==> src/rtl/tl_ul_pkg.sv <==
// tl_ul_pkg: shared TileLink-UL constants for the 2:1 arbiter slice.
//   - A/D channel field widths
//   - opcode constants
//   - arbiter FSM state enum
package tl_ul_pkg;
   localparam int TL_AW   = 32;  // address
   localparam int TL_DW   = 32;  // data
   localparam int TL_MW   = 4;   // byte mask
   localparam int TL_SZW  = 4;   // size
   localparam int TL_OPW  = 3;   // opcode
   localparam int TL_APW  = 3;   // A param
   localparam int TL_DPW  = 2;   // D param
   localparam int TL_CNTW = 4;   // outstanding counter

   localparam logic [2:0] OP_GET          = 3'd4;
   localparam logic [2:0] OP_PUT_FULL     = 3'd0;
   localparam logic [2:0] OP_PUT_PARTIAL  = 3'd1;
   localparam logic [2:0] OP_ACK          = 3'd0;
   localparam logic [2:0] OP_ACK_DATA     = 3'd1;

   typedef enum logic {IDLE = 1'b0, HOLD = 1'b1} arb_state_e;
endpackage

==> src/rtl/tl_ul_out_cnt.sv <==
// tl_ul_out_cnt: per-requester outstanding transaction counter.
// Ports:
//   clock, reset  - clock, async active-high reset
//   i_inc         - A fire from this requester
//   i_dec         - D fire to this requester
//   o_full        - count has reached MAX_OUT
//   o_uflow       - D fire while count is zero (protocol error pulse)
module tl_ul_out_cnt
   import tl_ul_pkg::*;
#(
   parameter int MAX_OUT = 4
) (
   input  logic clock,
   input  logic reset,
   input  logic i_inc,
   input  logic i_dec,
   output logic o_full,
   output logic o_uflow
);
   localparam logic [TL_CNTW-1:0] MAX = TL_CNTW'(MAX_OUT);

   logic [TL_CNTW-1:0] r_cnt;

   always_ff @(posedge clock or posedge reset) begin
      if (reset)
         r_cnt <= '0;
      else if (i_inc && !i_dec)
         r_cnt <= r_cnt + 1'b1;
      else if (!i_inc && i_dec && r_cnt != '0)
         r_cnt <= r_cnt - 1'b1;  // stray D at zero leaves count pinned
   end

   assign o_full  = (r_cnt == MAX);
   assign o_uflow = i_dec && (r_cnt == '0);
endmodule

==> src/rtl/tl_ul_arb_2to1.sv <==
// tl_ul_arb_2to1: two-master TL-UL arbiter onto one slave port.
// Round-robin A grant held until handshake, D routed by source MSB,
// per-requester outstanding limit of MAX_OUT.
// Ports:
//   clock, reset          - clock, async active-high reset
//   in{0,1}_a_*           - requester A channels
//   in{0,1}_d_*           - requester D channels
//   out_a_*               - downstream A (source = {grant idx, src})
//   out_d_*               - downstream D
//   err_o                 - sticky protocol error (underflow / valid drop)
//   perf_grant0/1, perf_stall - only with TL_ARB_PERF_CNT_EN defined
module tl_ul_arb_2to1
   import tl_ul_pkg::*;
#(
   parameter int SRC_W   = 2,
   parameter int MAX_OUT = 4
) (
   input  logic               clock,
   input  logic               reset,
   input  logic               in0_a_valid,
   output logic               in0_a_ready,
   input  logic [2:0]         in0_a_opcode,
   input  logic [2:0]         in0_a_param,
   input  logic [3:0]         in0_a_size,
   input  logic [SRC_W-1:0]   in0_a_source,
   input  logic [31:0]        in0_a_address,
   input  logic [3:0]         in0_a_mask,
   input  logic [31:0]        in0_a_data,
   output logic               in0_d_valid,
   input  logic               in0_d_ready,
   output logic [2:0]         in0_d_opcode,
   output logic [1:0]         in0_d_param,
   output logic [3:0]         in0_d_size,
   output logic [SRC_W-1:0]   in0_d_source,
   output logic               in0_d_sink,
   output logic               in0_d_denied,
   output logic               in0_d_corrupt,
   output logic [31:0]        in0_d_data,
   input  logic               in1_a_valid,
   output logic               in1_a_ready,
   input  logic [2:0]         in1_a_opcode,
   input  logic [2:0]         in1_a_param,
   input  logic [3:0]         in1_a_size,
   input  logic [SRC_W-1:0]   in1_a_source,
   input  logic [31:0]        in1_a_address,
   input  logic [3:0]         in1_a_mask,
   input  logic [31:0]        in1_a_data,
   output logic               in1_d_valid,
   input  logic               in1_d_ready,
   output logic [2:0]         in1_d_opcode,
   output logic [1:0]         in1_d_param,
   output logic [3:0]         in1_d_size,
   output logic [SRC_W-1:0]   in1_d_source,
   output logic               in1_d_sink,
   output logic               in1_d_denied,
   output logic               in1_d_corrupt,
   output logic [31:0]        in1_d_data,
   output logic               out_a_valid,
   input  logic               out_a_ready,
   output logic [2:0]         out_a_opcode,
   output logic [2:0]         out_a_param,
   output logic [3:0]         out_a_size,
   output logic [SRC_W:0]     out_a_source,
   output logic [31:0]        out_a_address,
   output logic [3:0]         out_a_mask,
   output logic [31:0]        out_a_data,
   input  logic               out_d_valid,
   output logic               out_d_ready,
   input  logic [2:0]         out_d_opcode,
   input  logic [1:0]         out_d_param,
   input  logic [3:0]         out_d_size,
   input  logic [SRC_W:0]     out_d_source,
   input  logic               out_d_sink,
   input  logic               out_d_denied,
   input  logic [31:0]        out_d_data,
   input  logic               out_d_corrupt,
   output logic               err_o
`ifdef TL_ARB_PERF_CNT_EN
  ,output logic [31:0]        perf_grant0,
   output logic [31:0]        perf_grant1,
   output logic [31:0]        perf_stall
`endif
);
   arb_state_e r_state;
   logic       r_hold_idx, r_last, r_err;
   logic       w_full0, w_full1, w_uflow0, w_uflow1;
   logic       w_elig0, w_elig1, w_idx, w_av, w_gnt, w_a_fire;
   logic       w_d_sel, w_d_fire0, w_d_fire1;

   assign w_elig0 = in0_a_valid && !w_full0;
   assign w_elig1 = in1_a_valid && !w_full1;

   // HOLD pins the mux to the registered index; the shown valid then
   // tracks that requester only, so a dropped valid is visible downstream.
   always_comb begin
      w_idx = 1'b0;
      w_av  = 1'b0;
      w_gnt = 1'b0;
      if (r_state == HOLD) begin
         w_idx = r_hold_idx;
         w_av  = r_hold_idx ? in1_a_valid : in0_a_valid;
         w_gnt = 1'b1;
      end else begin
         w_idx = (w_elig0 && w_elig1) ? ~r_last : w_elig1;
         w_av  = w_elig0 || w_elig1;
         w_gnt = w_av;
      end
   end

   assign out_a_valid = w_av && !reset;
   assign w_a_fire    = out_a_valid && out_a_ready;
   assign in0_a_ready = out_a_ready && w_gnt && !reset && !w_idx;
   assign in1_a_ready = out_a_ready && w_gnt && !reset &&  w_idx;

   assign out_a_opcode  = w_idx ? in1_a_opcode  : in0_a_opcode;
   assign out_a_param   = w_idx ? in1_a_param   : in0_a_param;
   assign out_a_size    = w_idx ? in1_a_size    : in0_a_size;
   assign out_a_source  = {w_idx, (w_idx ? in1_a_source : in0_a_source)};
   assign out_a_address = w_idx ? in1_a_address : in0_a_address;
   assign out_a_mask    = w_idx ? in1_a_mask    : in0_a_mask;
   assign out_a_data    = w_idx ? in1_a_data    : in0_a_data;

   // D routing: source MSB names the requester that issued the A.
   assign w_d_sel     = out_d_source[SRC_W];
   assign in0_d_valid = out_d_valid && !w_d_sel;
   assign in1_d_valid = out_d_valid &&  w_d_sel;
   assign out_d_ready = w_d_sel ? in1_d_ready : in0_d_ready;
   assign w_d_fire0   = in0_d_valid && in0_d_ready;
   assign w_d_fire1   = in1_d_valid && in1_d_ready;

   assign in0_d_opcode  = out_d_opcode;   assign in1_d_opcode  = out_d_opcode;
   assign in0_d_param   = out_d_param;    assign in1_d_param   = out_d_param;
   assign in0_d_size    = out_d_size;     assign in1_d_size    = out_d_size;
   assign in0_d_source  = out_d_source[SRC_W-1:0];
   assign in1_d_source  = out_d_source[SRC_W-1:0];
   assign in0_d_sink    = out_d_sink;     assign in1_d_sink    = out_d_sink;
   assign in0_d_denied  = out_d_denied;   assign in1_d_denied  = out_d_denied;
   assign in0_d_corrupt = out_d_corrupt;  assign in1_d_corrupt = out_d_corrupt;
   assign in0_d_data    = out_d_data;     assign in1_d_data    = out_d_data;

   tl_ul_out_cnt #(.MAX_OUT(MAX_OUT)) u_cnt0 (
      .clock(clock), .reset(reset),
      .i_inc(w_a_fire && !w_idx), .i_dec(w_d_fire0),
      .o_full(w_full0), .o_uflow(w_uflow0));

   tl_ul_out_cnt #(.MAX_OUT(MAX_OUT)) u_cnt1 (
      .clock(clock), .reset(reset),
      .i_inc(w_a_fire && w_idx), .i_dec(w_d_fire1),
      .o_full(w_full1), .o_uflow(w_uflow1));

   // last_grant resets to 1 so requester 0 wins the first tie.
   always_ff @(posedge clock or posedge reset) begin
      if (reset) begin
         r_state    <= IDLE;
         r_hold_idx <= 1'b0;
         r_last     <= 1'b1;
         r_err      <= 1'b0;
      end else begin
         case (r_state)
            IDLE: if (w_av && !out_a_ready) begin
                     r_state    <= HOLD;
                     r_hold_idx <= w_idx;
                  end
            HOLD: if (w_a_fire) r_state <= IDLE;
            default: r_state <= IDLE;
         endcase
         if (w_a_fire) r_last <= w_idx;
         if (w_uflow0 || w_uflow1 || (r_state == HOLD && !w_av))
            r_err <= 1'b1;
      end
   end

   assign err_o = r_err;

`ifdef TL_ARB_PERF_CNT_EN
   logic [31:0] r_pg0, r_pg1, r_pst;
   logic        w_stall;

   assign w_stall = (in0_a_valid && w_full0) || (in1_a_valid && w_full1);

   always_ff @(posedge clock or posedge reset) begin
      if (reset) begin
         r_pg0 <= '0;
         r_pg1 <= '0;
         r_pst <= '0;
      end else begin
         if (w_a_fire && !w_idx) r_pg0 <= r_pg0 + 1'b1;
         if (w_a_fire &&  w_idx) r_pg1 <= r_pg1 + 1'b1;
         if (w_stall)            r_pst <= r_pst + 1'b1;
      end
   end

   assign perf_grant0 = r_pg0;
   assign perf_grant1 = r_pg1;
   assign perf_stall  = r_pst;
`endif
endmodule

==> config.mk <==
export PLATFORM = sky130hd
export DESIGN_NAME = tl_ul_arb_2to1
export DESIGN_NICKNAME = d
export VERILOG_FILES = /design/src/rtl/tl_ul_pkg.sv /design/src/rtl/tl_ul_out_cnt.sv /design/src/rtl/tl_ul_arb_2to1.sv
export SDC_FILE = /design/constraint.sdc
export NUM_CORES = 1
export LEC_CHECK = 0
export ABC_AREA = 1
export CORE_AREA = 4 4 152 154
export DETAILED_ROUTE_END_ITERATION = 8
export DIE_AREA = 0 0 156 158
export GPL_TIMING_DRIVEN = 0
export SYNTH_ARGS = -nofsm -noshare
export SYNTH_HDL_FRONTEND = slang
export SYNTH_SLANG_ARGS = --single-unit
==> constraint.sdc <==
create_clock -name clock -period 2.2 [get_ports clock]
set_input_delay 0.33 -clock clock [delete_from_list [all_inputs] [get_ports clock]]
set_output_delay 0.33 -clock clock [all_outputs]
set_load 0.02 [all_outputs]
# ---- After elaboration in Yosys (flattened, before gate mapping)
# Cells that the tools add are included.
dict set report word_totals {
  romBits 0
  output_inout_bits 180
  latch_bits 0
  register_bits 12
  n_memories 0
  mem_bits_rw 0
  input_bits 215
  word_cells 80
}
dict set report op_classes {
  muxes 20
  n_shift 0
  n_bitwise 2
  div 0
  addsub 4
  n_eq_ne 2
  order_cmp 0
  reduce_logical 46
  multipliers 0
}
# cell count
set ops {}
lappend ops {{$mux 32} 2}
lappend ops {{$logic_and 1x1->1} 25}
lappend ops {{$mux 4} 6}
lappend ops {{$logic_not 1->1} 11}
lappend ops {{$add 4x1->4 const B} 2}
lappend ops {{$eq 4x3->1 const B} 2}
lappend ops {{$logic_not 4->1} 2}
lappend ops {{$mux 1} 8}
lappend ops {{$reduce_bool 4->1} 2}
lappend ops {{$sub 4x1->4 const B} 2}
lappend ops {{$mux 3} 2}
lappend ops {{$reduce_bool 2->1} 2}
lappend ops {{$logic_or 1x1->1} 3}
lappend ops {{$mux 2} 1}
lappend ops {{$not 1->1} 2}
lappend ops {{$pmux 1 s2} 1}
lappend ops {{$reduce_and 2->1} 1}

# ---- Logic depth before layout (Yosys ltp)
dict set report logic_depth {
  depth_word 13
  ltp_mapped 16
  mapped_depth_nobuf 16
}

# ---- By module
# A second synthesis with hierarchy kept.
dict set report hier_totals {
  hier_cells 505
  area_unflattened_um2 2727.6
}
# mod n_inst area_per_inst_um2 seq_area_each_um2 cells_each
set by_module_without_submodules {}
lappend by_module_without_submodules {tl_ul_arb_2to1 1 2019.4 101.3 407}
lappend by_module_without_submodules {tl_ul_out_cnt 2 354.1 100.1 49}

# ---- Worst setup path after synthesis
# No wires, ideal clock.
dict set report synth_timing {
  kind {register -> register}
  start {register u_cnt0.r_cnt[0]}
  end {register u_cnt1.r_cnt[3]}
  t_required_ns 2.084
  setup_time_ns 0.116
  stages_incl_launch_ff 14
  slack_ns 0.171
  n_path_buf 0
  synth_period_minus_slack_ns 2.029
  arrival_time_ns 1.912
  path_cell_list {dfrtp_1 > nor2_2 > nand3_2 > nand2_2 > nor2_2 > nor2_8 > nand3_2 > ha_1 > a21oi_1 > nand2_1 > o21ai_0 > nand2_1 > nand2_1 > nand2_1}
}
dict set report synth_between {
  elab_chain_cells 12
  elab_cells_between_ends 17
  classes_between {1 x eq/ne; 4 x mux; 12 x reduce/logical}
}
# item line_no
set synth_lines {}
lappend synth_lines {{start, declared} tl_ul_out_cnt.sv:22} ;# logic [TL_CNTW-1:0] r_cnt;
lappend synth_lines {{start signal, assigned} tl_ul_out_cnt.sv:28} ;# r_cnt <= r_cnt + 1'b1;
lappend synth_lines {{start signal, assigned} tl_ul_out_cnt.sv:30} ;# r_cnt <= r_cnt - 1'b1;
lappend synth_lines {{$eq 4x3->1 *} tl_ul_out_cnt.sv:33} ;# assign o_full = (r_cnt == MAX);
lappend synth_lines {{$logic_not 1->1 *} tl_ul_arb_2to1.sv:90} ;# assign w_elig0 = in0_a_valid && !w_full0;
lappend synth_lines {{$logic_and 1x1->1 *} tl_ul_arb_2to1.sv:90}
lappend synth_lines {{$logic_or 1x1->1} tl_ul_arb_2to1.sv:105} ;# w_av = w_elig0 || w_elig1;
lappend synth_lines {{$mux 1} tl_ul_arb_2to1.sv:99} ;# if (r_state == HOLD) begin
lappend synth_lines {{$logic_and 1x1->1} tl_ul_arb_2to1.sv:110} ;# assign out_a_valid = w_av && !reset;
lappend synth_lines {{$logic_and 1x1->1} tl_ul_arb_2to1.sv:111} ;# assign w_a_fire = out_a_valid && out_a_ready;
lappend synth_lines {{$logic_and 1x1->1 *} tl_ul_arb_2to1.sv:148} ;# .i_inc(w_a_fire && w_idx), .i_dec(w_d_fire1),
lappend synth_lines {{$logic_not 1->1} tl_ul_out_cnt.sv:29} ;# else if (!i_inc && i_dec && r_cnt != '0)
lappend synth_lines {{$logic_and 1x1->1 (2 in series)} tl_ul_out_cnt.sv:29}
lappend synth_lines {{$reduce_bool 2->1 (no line)} -}
lappend synth_lines {{end signal, assigned} tl_ul_out_cnt.sv:28}
lappend synth_lines {{end signal, assigned} tl_ul_out_cnt.sv:30}
lappend synth_lines {{end, declared} tl_ul_out_cnt.sv:22}
# Every way passes the cells marked *; elsewhere a longest branch is shown, timed or not.
# A chain may end at the register's enable or synchronous reset.

# ---- Worst setup path after layout
dict set report layout_timing {
  start {register r_state}
  end {output port out_a_address[9]}
}
dict set report layout_between {
  elab_chain_cells 2
}
# item line_no
set layout_lines {}
lappend layout_lines {{start, declared} tl_ul_arb_2to1.sv:84} ;# arb_state_e r_state;
lappend layout_lines {{start signal, assigned} tl_ul_arb_2to1.sv:154} ;# r_state <= IDLE;
lappend layout_lines {{start signal, assigned} tl_ul_arb_2to1.sv:161} ;# r_state <= HOLD;
lappend layout_lines {{start signal, assigned} tl_ul_arb_2to1.sv:164} ;# HOLD: if (w_a_fire) r_state <= IDLE;
lappend layout_lines {{$mux 1} tl_ul_arb_2to1.sv:99}
lappend layout_lines {{$mux 32} tl_ul_arb_2to1.sv:119} ;# assign out_a_address = w_idx ? in1_a_address : in0_a_address;
lappend layout_lines {{end, declared} tl_ul_arb_2to1.sv:64} ;# output logic [31:0] out_a_address,
# Every way passes these cells.

==> impl_metrics.ini <==
[outcome]
status = finished clean

[timing]
max_slew_margin = 0.668
rsz0062_at_grt = yes
tightestPinTransition_ps = 497
setup_viol = 0
fmaxAchievable_mhz = 459
setup_tns_ps = 0
fin_ws_ps = 23.0
hold_viol = 0
hold_ws_ps = 492
drv_slew = 0
post-route-min-period_ps = 2180
fin_worst_skew_ps = 3.46
min_period_over_period = 0.990

[setup_path]
r2r_start = u_cnt0.r_cnt[1]$_DFFE_PP0P_
worstReg2RegEnd = u_cnt1.r_cnt[3]$_DFFE_PP0P_
crit_arrival_ps = 1850
worstPathRequired_ps = 1870
ff2ff_path_depth = 15
startpoint_type = flip-flop
crit_fanout = 11
worstSetupPathType = flip-flop to output pin
end_kind = output pin
rrSetupSlack_ps = 120

[power]
power.density_nw_per_um2 = 1220
ir_drop_v = 0.000643
leakage_uw = 0.00347
p_total_uw = 8640

[routing]
wl_per_cell_um = 14.3
drt_wl_total_mm = 16.1
via_count = 4104
drt_pass1_iterations = 4
viasPerCell = 3.63
drc_errors = 0
ant_nets = 0
drtIter0Drc = 121

[final_layout]
drive_gt1_frac = 0.330
fin_nets = 1071
fill_cells = 2306
fin_area_um2 = 7100
synthToLayoutAreaGrowth_pct = 165

[synth]
synth_cells = 472
postSynth.asyncResetShare = 1.00
synth_top_cell_area_share = 0.387
synth_area_um2 = 2680
postSynthAreaPerCell_um2 = 5.68
ys_types = 28
yosys.cell_count.top_type = nand2_1
synth_common_cells = nand2_1, buf_4, inv_1, dfrtp_1, nand3_1
seq_area_frac_synth = 0.113
yosys-top-cells-area = nand2_1, buf_4, dfrtp_1
synthFlopType = dfrtp_1
synth_area_leader_cell = nand2_1
ys_ff_latch = 12
yosys_warnings = 0
synth-edff-count = 0
syn_nets = 693

[grt]
track_usage = 0.111
first_global_vias = 3956
grt_pass1_wl_mm = 21.8
grt_overflow_total = 0
antenna_found_initial = 0
grt_start_max_net_pins = 13

[cts]
clock_path_buffers = 2
numCtsBuffers = 3
cts.htree.levels = 1
clk_pin_slew_ps = 50
root_buffer = clkbuf_16
postCtsHoldBufs = 0
cts_sinks = 12
insertion_delay_ps = 240
cts_tree = yes

[floorplanning]
die-height_um = 158
start_util = 0.124
core-area_um2 = 21700
io_pins = 395
die_area_um2 = 24600
rows = 54
die_x_um = 156

[min_path]
hold_class = input port to async pin

[placement]
place_congestion = 0.761
hpwl_mm = 13.5
port_buffers = 348
postPlaceCellArea_um2 = 6510
dp_slack_ps = -803

[job]
maxCapViolations = 0
## cells in the final DEF (no fill, tap or decap), drive strengths merged
cell type      synthesis  final
ha                     4      4
dfstp                  1      1
nand4                  1      1
o21bai                 1      1
nand3b                 1      1
o21ai                  9      9
a21oi                  2      2
fa                     2      2
a31oi                  2      2
dfrtp                 11     11
diode                  0      1
nor2                  11     11
clkdlybuf4s50          0    262
o221ai                 1      1
nand3                 17     17
xor2                   2      2
clkbuf                 1     10
buf                  110    213
dlygate4sd2            0      2
nand2                281    281
dlymetal6s2s           0      1
inv                   15     15
## report_power, final
part	total (µW)	internal (µW)	switching [µW]
clock network	378	275	102
logic	7820	3720	4100
registers	445	335	110
total	8640	4330	4310
## metrics by stage
stage	utilization	std cells
final	0.327	1130
after global routing	0.327	1129
after CTS	0.308	1115
after detailed placement	0.300	1100
after global placement	0.300	1100
after floorplan	-	472
## worst max-delay path by stage
| stage | start | end |
|---|---|---|
| global route | u_cnt1.r_cnt[2]$_DFFE_PP0P_ | u_cnt0.r_cnt[3]$_DFFE_PP0P_ |
| detailed placement | in1_a_valid | out_a_data[17] |
| global placement | in1_a_valid | out_a_data[17] |
| finish | r_state$_DFF_PP0_ | out_a_address[9] |
| CTS | in0_a_valid | u_cnt0.r_cnt[3]$_DFFE_PP0P_ |
| floorplan | u_cnt0.r_cnt[0]$_DFFE_PP0P_ | u_cnt1.r_cnt[3]$_DFFE_PP0P_ |
## metal layers
| layer | global-route usage | vias up | wire length [µm] |
|---|---|---|---|
| met5 | 0 | - | 0 |
| li1 | - | 2099 | - |
| met1 | 0.137 | 1768 | 6240 |
| met2 | 0.207 | 231 | 8350 |
| met4 | 0.0125 | 0 | 63 |
| met3 | 0.0216 | 6 | 1480 |
## cells by family (layout without fill, tap and decap cells)
logic type      after synthesis  count (layout)  synth area share
other cells                   0               1                 0
buf+inv                     126             503             0.338
simple gates                311             311             0.473
fa+ha+maj                     6               6            0.0336
compound gates               15              15            0.0369
flops                        12              12             0.113
xor+xnor                      2               2           0.00654
## area by class of cell
cell class              instances  area [µm²]  area share
repair buffers                376        3750       0.528
diodes                          1        2.50    0.000353
flip-flops and latches         12         305      0.0430
inverters                      15        58.8     0.00828
clock buffers                   4        88.8      0.0125
multi-input cells             334        1640       0.230
plain buffers                 108         906       0.128
well taps                     280         350      0.0494
## flip-flops by register name, indices dropped and copies added (netlist names)
signal and count:
r_last 1, err_o 1, r_state 1, r_hold_idx 1, u_cnt1.r_cnt 4, u_cnt0.r_cnt 4
## critical path, cell delays in order, from the launching register on
cell	delay, ps
dfrtp_1	400
inv_2	120
nand2_2	80
nand3b_1	200
nand3_4	120
buf_12	170
buf_8	150
nand2_1	120
nand2_1	100
buf_4	140
## what timing repair did
action | CTS | global route
setup endpoints to repair | 87 | 86
resized for setup | 444 | 93
setup buffers | 9 | 13
cloned | 2 | 4
hold endpoints to repair | 0 | 0
pin swaps | 2 | 20
(Power assumes the default switching activity.)
